## src/rtl/cim_pkg.sv

```systemverilog
// Shared definitions for the CIM command sequencer and its array-side datapath.
package cim_pkg;
    localparam int DATA_W = 8;

    localparam logic [2:0] OP_NOP   = 3'd0;
    localparam logic [2:0] OP_WRITE = 3'd1;
    localparam logic [2:0] OP_READ  = 3'd2;
    localparam logic [2:0] OP_VADD  = 3'd3;
    localparam logic [2:0] OP_VSUB  = 3'd4;
    localparam logic [2:0] OP_VAND  = 3'd5;
    localparam logic [2:0] OP_VOR   = 3'd6;
    localparam logic [2:0] OP_VXOR  = 3'd7;

    typedef enum logic [2:0] {
        S_IDLE,
        S_WR,
        S_RD_A,
        S_RD_B,
        S_CAP,
        S_DONE
    } state_t;
endpackage

```

## src/rtl/cim_vector_alu.sv

```systemverilog
// Element-wise vector ALU: pure combinational op(a, b); non-vector opcodes yield zero.
module cim_vector_alu
    import cim_pkg::*;
(
    input  logic [2:0]        op,
    input  logic [DATA_W-1:0] a,
    input  logic [DATA_W-1:0] b,
    output logic [DATA_W-1:0] y
);

    always_comb begin
        y = '0;
        case (op)
            OP_VADD: y = a + b;
            OP_VSUB: y = a - b;
            OP_VAND: y = a & b;
            OP_VOR:  y = a | b;
            OP_VXOR: y = a ^ b;
            default: y = '0;
        endcase
    end

endmodule

```

## src/rtl/cim_vector_sequencer.sv

```systemverilog
// Command sequencer: turns one accepted command into the SRAM read/write cycles it needs,
// walking VLEN elements for vector ops and reporting a single 8-bit result.
module cim_vector_sequencer
    import cim_pkg::*;
#(
    parameter int ADDR_W = 4,
    parameter int VLEN   = 4
) (
    input  logic                clk,
    input  logic                rst,
    input  logic                cmd_valid,
    output logic                cmd_ready,
    input  logic [2:0]          cmd_op,
    input  logic [ADDR_W-1:0]   cmd_a,
    input  logic [ADDR_W-1:0]   cmd_b,
    input  logic [ADDR_W-1:0]   cmd_dst,
    input  logic [DATA_W-1:0]   cmd_wdata,
    output logic [ADDR_W-1:0]   mem_addr,
    output logic                mem_we,
    output logic [DATA_W-1:0]   mem_wdata,
    input  logic [DATA_W-1:0]   mem_rdata,
    output logic                busy,
    output logic                res_valid,
    output logic [DATA_W-1:0]   res_data
);

    localparam int              CNT_W = $clog2(VLEN + 1);
    localparam logic [CNT_W-1:0] LAST = CNT_W'(VLEN - 1);

    state_t              state, nxt;
    logic [2:0]          op_q;
    logic [ADDR_W-1:0]   a_q, b_q, dst_q, off;
    logic [DATA_W-1:0]   wdata_q, a_word, alu_y;
    logic [CNT_W-1:0]    cnt;
    logic                accept, is_write, is_read, last;

    assign accept   = (state == S_IDLE) && cmd_valid;
    assign is_write = (op_q == OP_WRITE);
    assign is_read  = (op_q == OP_READ);
    assign last     = (cnt == LAST);
    // Element offset wraps with the address width, giving mod 2**ADDR_W addressing.
    assign off      = ADDR_W'(cnt);

    cim_vector_alu u_alu (
        .op (op_q),
        .a  (a_word),
        .b  (mem_rdata),
        .y  (alu_y)
    );

    always_ff @(posedge clk) begin
        if (rst) begin
            state <= S_IDLE;
        end else begin
            state <= nxt;
        end
    end

    always_comb begin
        nxt       = state;
        cmd_ready = 1'b0;
        busy      = 1'b1;
        res_valid = 1'b0;
        mem_addr  = '0;
        mem_we    = 1'b0;
        mem_wdata = '0;
        case (state)
            S_IDLE: begin
                cmd_ready = 1'b1;
                busy      = 1'b0;
                if (cmd_valid) begin
                    if (cmd_op == OP_NOP)        nxt = S_DONE;
                    else if (cmd_op == OP_WRITE) nxt = S_WR;
                    else                         nxt = S_RD_A;
                end
            end
            S_RD_A: begin
                mem_addr = is_read ? dst_q : a_q + off;
                nxt      = is_read ? S_CAP : S_RD_B;
            end
            S_RD_B: begin
                mem_addr = b_q + off;
                nxt      = S_WR;
            end
            S_WR: begin
                mem_we    = 1'b1;
                mem_addr  = dst_q + off;
                mem_wdata = is_write ? wdata_q : alu_y;
                nxt       = (is_write || last) ? S_DONE : S_RD_A;
            end
            S_CAP:   nxt = S_DONE;
            S_DONE: begin
                res_valid = 1'b1;
                nxt       = S_IDLE;
            end
            default: nxt = S_IDLE;
        endcase
    end

    always_ff @(posedge clk) begin
        if (rst) begin
            op_q     <= OP_NOP;
            a_q      <= '0;
            b_q      <= '0;
            dst_q    <= '0;
            wdata_q  <= '0;
            a_word   <= '0;
            cnt      <= '0;
            res_data <= '0;
        end else begin
            if (accept) begin
                op_q    <= cmd_op;
                a_q     <= cmd_a;
                b_q     <= cmd_b;
                dst_q   <= cmd_dst;
                wdata_q <= cmd_wdata;
                cnt     <= '0;
                if (cmd_op == OP_NOP) res_data <= '0;
            end
            case (state)
                // A word arrives the cycle after its RD_A address; B word is on the bus in WR.
                S_RD_B: a_word <= mem_rdata;
                S_CAP:  res_data <= mem_rdata;
                S_WR: begin
                    if (is_write) begin
                        res_data <= wdata_q;
                    end else begin
                        if (last) res_data <= alu_y;
                        cnt <= cnt + CNT_W'(1);
                    end
                end
                default: ;
            endcase
        end
    end

endmodule

```

## config.mk

```make
export PLATFORM = sky130hd
export DESIGN_NAME = cim_vector_sequencer
export DESIGN_NICKNAME = d
export VERILOG_FILES = /design/src/rtl/cim_pkg.sv /design/src/rtl/cim_vector_alu.sv /design/src/rtl/cim_vector_sequencer.sv
export SDC_FILE = /design/constraint.sdc
export NUM_CORES = 1
export LEC_CHECK = 0
export BUFFER_PORTS_ARGS = -buffer_cell sky130_fd_sc_hd__buf_2
export CAP_MARGIN = 20
export CORE_MARGIN = 4
export CORE_UTILIZATION = 53
export CTS_CLUSTER_DIAMETER = 150
export CTS_CLUSTER_SIZE = 28
export DETAILED_ROUTE_END_ITERATION = 6
export HOLD_SLACK_MARGIN = 0.06
export PLACE_DENSITY = 0.78
export SETUP_SLACK_MARGIN = 0.15
export SLEW_MARGIN = 0
export SYNTH_ARGS = -nofsm -noshare
export SYNTH_HDL_FRONTEND = slang
export SYNTH_SLANG_ARGS = --single-unit
```

## constraint.sdc

```tcl
create_clock -name clk -period 4.5 [get_ports clk]
set_clock_uncertainty 0.15 [all_clocks]
set_input_delay 0.225 -clock clk [delete_from_list [all_inputs] [get_ports clk]]
set_output_delay 0.225 -clock clk [all_outputs]
set_load 0.02 [all_outputs]
```

# Word level (Yosys, flattened, before mapping)
# Cells that the tools add are included.
# W data, S select, Z words.
dict set report op_classes {
  addsub 6
  reduce_logical 4
  n_eq_ne 15
  muxes 23
  bitwise 3
}
# operator n
set op_table {}
lappend op_table {{$mux W8} 6}
lappend op_table {{$pmux W8 S5} 1}
lappend op_table {{$mux W3} 7}
lappend op_table {{$eq A3 B3 Y1 const B} 6}
lappend op_table {{$pmux W8 S2} 1}
lappend op_table {{$eq A3 B2 Y1 const B} 5}
lappend op_table {{$pmux W3 S5} 1}
lappend op_table {{$add A4 B3 Y4} 3}
lappend op_table {{$pmux W4 S3} 1}
lappend op_table {{$eq A3 B1 Y1 const B} 3}
lappend op_table {{$add A8 B8 Y8} 1}
lappend op_table {{$and A8 B8 Y8} 1}
lappend op_table {{$or A8 B8 Y8} 1}
lappend op_table {{$sub A8 B8 Y8} 1}
lappend op_table {{$xor A8 B8 Y8} 1}
lappend op_table {{$logic_not A3 Y1} 2}
lappend op_table {{$mux W1} 4}
lappend op_table {{$mux W4} 1}
lappend op_table {{$add A3 B1 Y3 const B} 1}
lappend op_table {{$mux W2} 1}
lappend op_table {{$ne A2 B2 Y1 const B} 1}
lappend op_table {{$logic_and A1 B1 Y1} 1}
lappend op_table {{$logic_or A1 B1 Y1} 1}
dict set report totals {
  output_inout_bits 24
  in_bits 34
  elab_cells 60
  ff_bits 45
}

# Depth between registers and ports, before layout
dict set report depth {
  depth_word 6
  depth_mapped 12
  ltp_nobuf 12
}

# Modules after synthesis
# Synthesis repeated with hierarchy kept, for this count alone.
dict set report unflattened {
  hier_cells 446
  hier_area_um2 3399.5
}
# module area_per_inst_um2 seq_area_each_um2 cells_each instances
set by_module_without_submodules {}
lappend by_module_without_submodules {cim_vector_sequencer 2398.6 900.9 311 1}
lappend by_module_without_submodules {cim_vector_alu 1001.0 0.0 135 1}

# Least setup slack after synthesis
# No wires, ideal clock.
dict set report synth_timing {
  path_type {register to output}
  from {reg op_q[2]}
  to {out mem_wdata[6]}
  setup_slack_ns 1.398
  required_ns 4.125
  path_stages_with_launch 10
  n_path_buf 0
  arrival_ns 2.727
  path_cell_list {dfxtp_1 -> nor3b_4 -> mux2_2 -> fa_1 -> nor2b_1 -> o31a_1 -> o21a_1 -> nor3_1 -> or3_1 -> a31oi_1}
}
dict set report synth_via {
  elab_chain_len 4
  elab_cells_between_ends 9
  cone_classes {6 x eq/ne; 3 x mux}
}
# item line
set synth_rtl {}
lappend synth_rtl {{start, declared} cim_vector_sequencer.sv:31} ;# logic [2:0] op_q;
lappend synth_rtl {{start signal, assigned} cim_vector_sequencer.sv:112} ;# op_q <= cmd_op;
lappend synth_rtl {{$eq A3 B3 Y1 / $eq A3 B2 Y1 (equally long branches)} cim_vector_alu.sv:13} ;# case (op)
lappend synth_rtl {{$pmux W8 S5} cim_vector_alu.sv:13}
lappend synth_rtl {{$mux W8 *} cim_vector_sequencer.sv:88} ;# mem_wdata = is_write ? wdata_q : alu_y;
lappend synth_rtl {{$mux W8 *} cim_vector_sequencer.sv:67} ;# case (state)
lappend synth_rtl {{end, declared} cim_vector_sequencer.sv:20} ;# output logic [DATA_W-1:0] mem_wdata,
# Mark *: on every way between the ends. The rest lies on a longest branch, timed or not.

# Worst setup path in the final report
# Same ends and word-level chain as after synthesis.

==> impl_summary.txt <==
----------------------------------------------------
[Global route]
  Maximum number of pins on one net before global-route repair ... 46
  Leftover overflow at the end of global routing ... 0
  Fraction of met1 tracks used by global routing ... 31.4%
  Met3 Resource Use GR ... 4.92%
  GRT busiest layer ... met2
  Via count of the first global-routing pass ... 3122
  Number of antenna violations at the first check in global routing ... 0
  First-pass GRT wire length ... 14800 um
  GRT met2 Usage ... 40.1%
  Overall routing resource usage ... 24.1%

[Floorplan]
  I/O pin count ... 58
  Die boundary height ... 86.9 um
  Initial cell density of the core ... 55.1%
  Floorplan die area ... 0.00756 mm^2
  # rows ... 28
  Core box area ... 0.00599 mm^2
  X dimension of the die ... 86.9 um

[Drt]
  Vias ... 3296
  Avg Vias per Cell ... 5.80
  Routed length per placed instance ... 15.4 um
  First-pass DRT Iterations ... 5
  Post-route antenna net violation count ... 0
  Drc violations ... 0
  Post-detailed-routing wire length ... 8730 um
  Number of DRC markers in iteration 0 ... 270

[Timing]
  Worst relative slew slack ... 41.5%
  Final Hold Fails ... 0
  Final worst-path setup slack ... 633 ps
  Final setup violation count ... 0
  Count of pins over their slew limit ... 0
  Worst slew pin tran ... 877 ps
  Unrepaired setup endpoints after global routing ... false
  Max Freq ... 0.259 GHz
  Shortest period the worst path allows ... 3870 ps
  Final worst-path cycle share ... 85.9%
  Final total negative setup slack ... 0 ps

[Worst setup path]
  Endpoint type of the worst setup path ... output port
  Crit Reg-Reg Startpoint ... op_q[2]
  RR Endpoint ... res_data[4]
  Worst Setup Start Kind ... flip-flop
  Required time at the worst-slack endpoint ... 4120 ps
  Crit Path Max Fanout ... 15
  Critical path arrival ... 3490 ps
  Buffers & Inverters on Critical Path ... 1
  Cell with the largest stage delay on the worst path ... dfxtp_1
  Category of the most critical setup path ... reg -> out
  Maximum cell stage delay along the critical path ... 640 ps
  R2R cell count ... 9
  List of cells traversed by the critical path ... nor3b_4, mux2_2, fa_1, nor2b_1, o31a_1, o21a_1, nor3_1, or3_1, a31oi_1, buf_2
  Register-to-register path setup slack ... 1180 ps
  Family of cells with the greatest summed delay on the critical path ... simple AND/OR/NAND/NOR gates

[Clocking]
  Root buffer selected by CTS ... clkbuf_8
  Clock slew at the register clock pins of the worst setup and hold paths ... 90 ps
  Depth of the CTS H-tree ... 2
  Setup Buffers After CTS ... 0
  Count of hold buffers inserted by post-cts repair ... 23
  Worst-Skew Late Latency ... 300 ps
  Num CTS Buffers ... 5
  TritonCTS clock tree ... yes
  Clk buf depth ... 2
  Cts repair resizes ... 0
  TritonCTS Sinks ... 45

[Final layout]
  Util after Layout ... 65.2%
  Final Net Count ... 561
  Most frequent standard cell in the layout excluding fill and tap cells ... nand2_1
  Area growth from synthesis to layout ... 18.2%
  Fraction of layout cells with a size suffix above 1 ... 16.6%
  Final non-filler cell area ... 0.00390 mm^2
  Number of inserted diodes ... 0
  Most used cells in the layout excluding fill and tap cells ... nand2_1 (65), a21oi_1 (64), buf_2 (57), dfxtp_1 (45), nor2_1 (38)

[Yosys]
  Mapped Nets ... 495
  Leading register cell type out of synthesis ... dfxtp_1
  Number of enable flip-flop cells after synthesis ... 0
  Instance count of the mapped netlist ... 426
  Synthesized area per cell ... 7.75 um^2
  Flip-flop and latch count after synthesis ... 45
  Post-synthesis instance area ... 0.00330 mm^2
  Post-synth ARST share ... 0%
  Number of warning messages in the yosys log ... 0
  Post-synth cell types ... 54
  Register area share after synthesis ... 27.3%

[Placement]
  Number of I/O port buffers ... 57
  DP Area ... 0.00359 mm^2
  Worst setup timing slack at the placement stage ... 983 ps
  GPL Wtd Cong ... 0.888
  Total half-perimeter wirelength after legalization and detailed placement ... 6250 um

[Worst hold path]
  Hold path endpoint ... res_data[6]
  Number of cells traversed by the worst hold path ... 3
  Hold Crit Class ... in -> reg
  Worst hold path startpoint ... mem_rdata[6]

[Flow run]
  Reported max-cap violation count ... 0

[Pwr]
  Total power per unit cell area ... 305 mW/mm^2
  LEAKAGE ... 1.68 nW
  Peak supply drop ... 0.000220 V

[Status]
  Status ... complete, no violations

----------------------------------------------------
==> how the worst max path moves through the flow <==
stage                   end  cells after the start  slack (ps)     from
2_1_floorplan  mem_wdata[6]                      9        1400  op_q[2]
6_report       mem_wdata[6]                     10         630  op_q[2]
3_5_place_dp   mem_wdata[6]                     10         980  op_q[2]
3_3_place_gp   mem_wdata[6]                     10        1070  op_q[1]
5_1_grt        mem_wdata[6]                     10         440  op_q[2]
4_1_cts        mem_wdata[6]                     10         660  op_q[1]
==> power breakdown <==
group	total [W]	internal, W	switching (W)
logic	0.000440	0.000177	0.000264
registers	0.000491	0.000437	0.0000542
clock network	0.000257	0.000110	0.000148
total	0.00119	0.000723	0.000466
==> flip-flops by register name, summed over array words and instances, names as in the netlist <==
name / flops
wdata_q: 8
res_data: 8
a_q: 4
a_word: 8
cnt: 3
op_q: 3
b_q: 4
dst_q: 4
state: 3
==> layout make-up <==
class	count	area, um^2
Inverter	26	97.6
Sequential cell	45	901
Clock inverter	2	15.0
Fill cell	494	2090
Clock buffer	6	72.6
Tap cell	75	93.8
Multi-Input combinational cell	333	2200
Timing Repair Buffer	81	523
==> worst reg2reg max path, cell delays in order (launching register included) <==
cell and delay [ps]:
dfxtp_1 640, nor3b_4 480, mux2_2 420, fa_1 430, nor2b_1 170, o21ai_0 110
a211oi_1 260, a21oi_1 120, a221o_1 350, a21oi_1 120
==> synth_stat cells (4+ instances only) <==
| cell type | instances | area (um^2) |
|---|---|---|
| o22ai_1 | 13 | 81.3 |
| nand2_1 | 65 | 244 |
| a21o_1 | 5 | 37.5 |
| nor2_1 | 38 | 143 |
| o21ai_0 | 4 | 20.0 |
| mux2i_1 | 11 | 110 |
| mux2_2 | 4 | 45.0 |
| buf_2 | 8 | 40.0 |
| dfxtp_1 | 45 | 901 |
| a21oi_1 | 64 | 320 |
| nor3_1 | 6 | 30.0 |
| xnor2_1 | 12 | 105 |
| inv_1 | 24 | 90.1 |
| ha_1 | 32 | 400 |
| a31oi_1 | 5 | 31.3 |
| clkbuf_1 | 11 | 41.3 |
| a22oi_1 | 10 | 75.1 |
| o21ai_1 | 9 | 45.0 |
| nor2b_1 | 4 | 25.0 |
==> per-stage QoR <==
stage	cells	hold WS (ps)	power (W)
after floorplan	426	211	0.000812
after global placement	537	294	0.000907
after detailed placement	537	297	0.000919
after CTS	568	135	0.00119
after global routing	568	160	0.00127
final	568	139	0.00119
==> metal layers <==
layer	share of wire (%)	up-vias
li1	-	1613
met1	45	1547
met2	47	116
met3	5.8	20
met4	1.5	0
met5	0	-
==> logic make-up after synthesis <==
| group | Yosys count | share of synthesized area [%] |
|---|---|---|
| AOI/OAI and AO/OA | 134 | 24.9 |
| xor gates and xnor gates | 15 | 3.98 |
| adders and majority gates | 35 | 13.9 |
| buffers and inverters | 48 | 6.10 |
| DFF | 45 | 27.3 |
| muxes | 15 | 4.70 |
| and+or+nand+nor | 134 | 19.1 |
No activity file was read; power rests on OpenSTA's default activity.
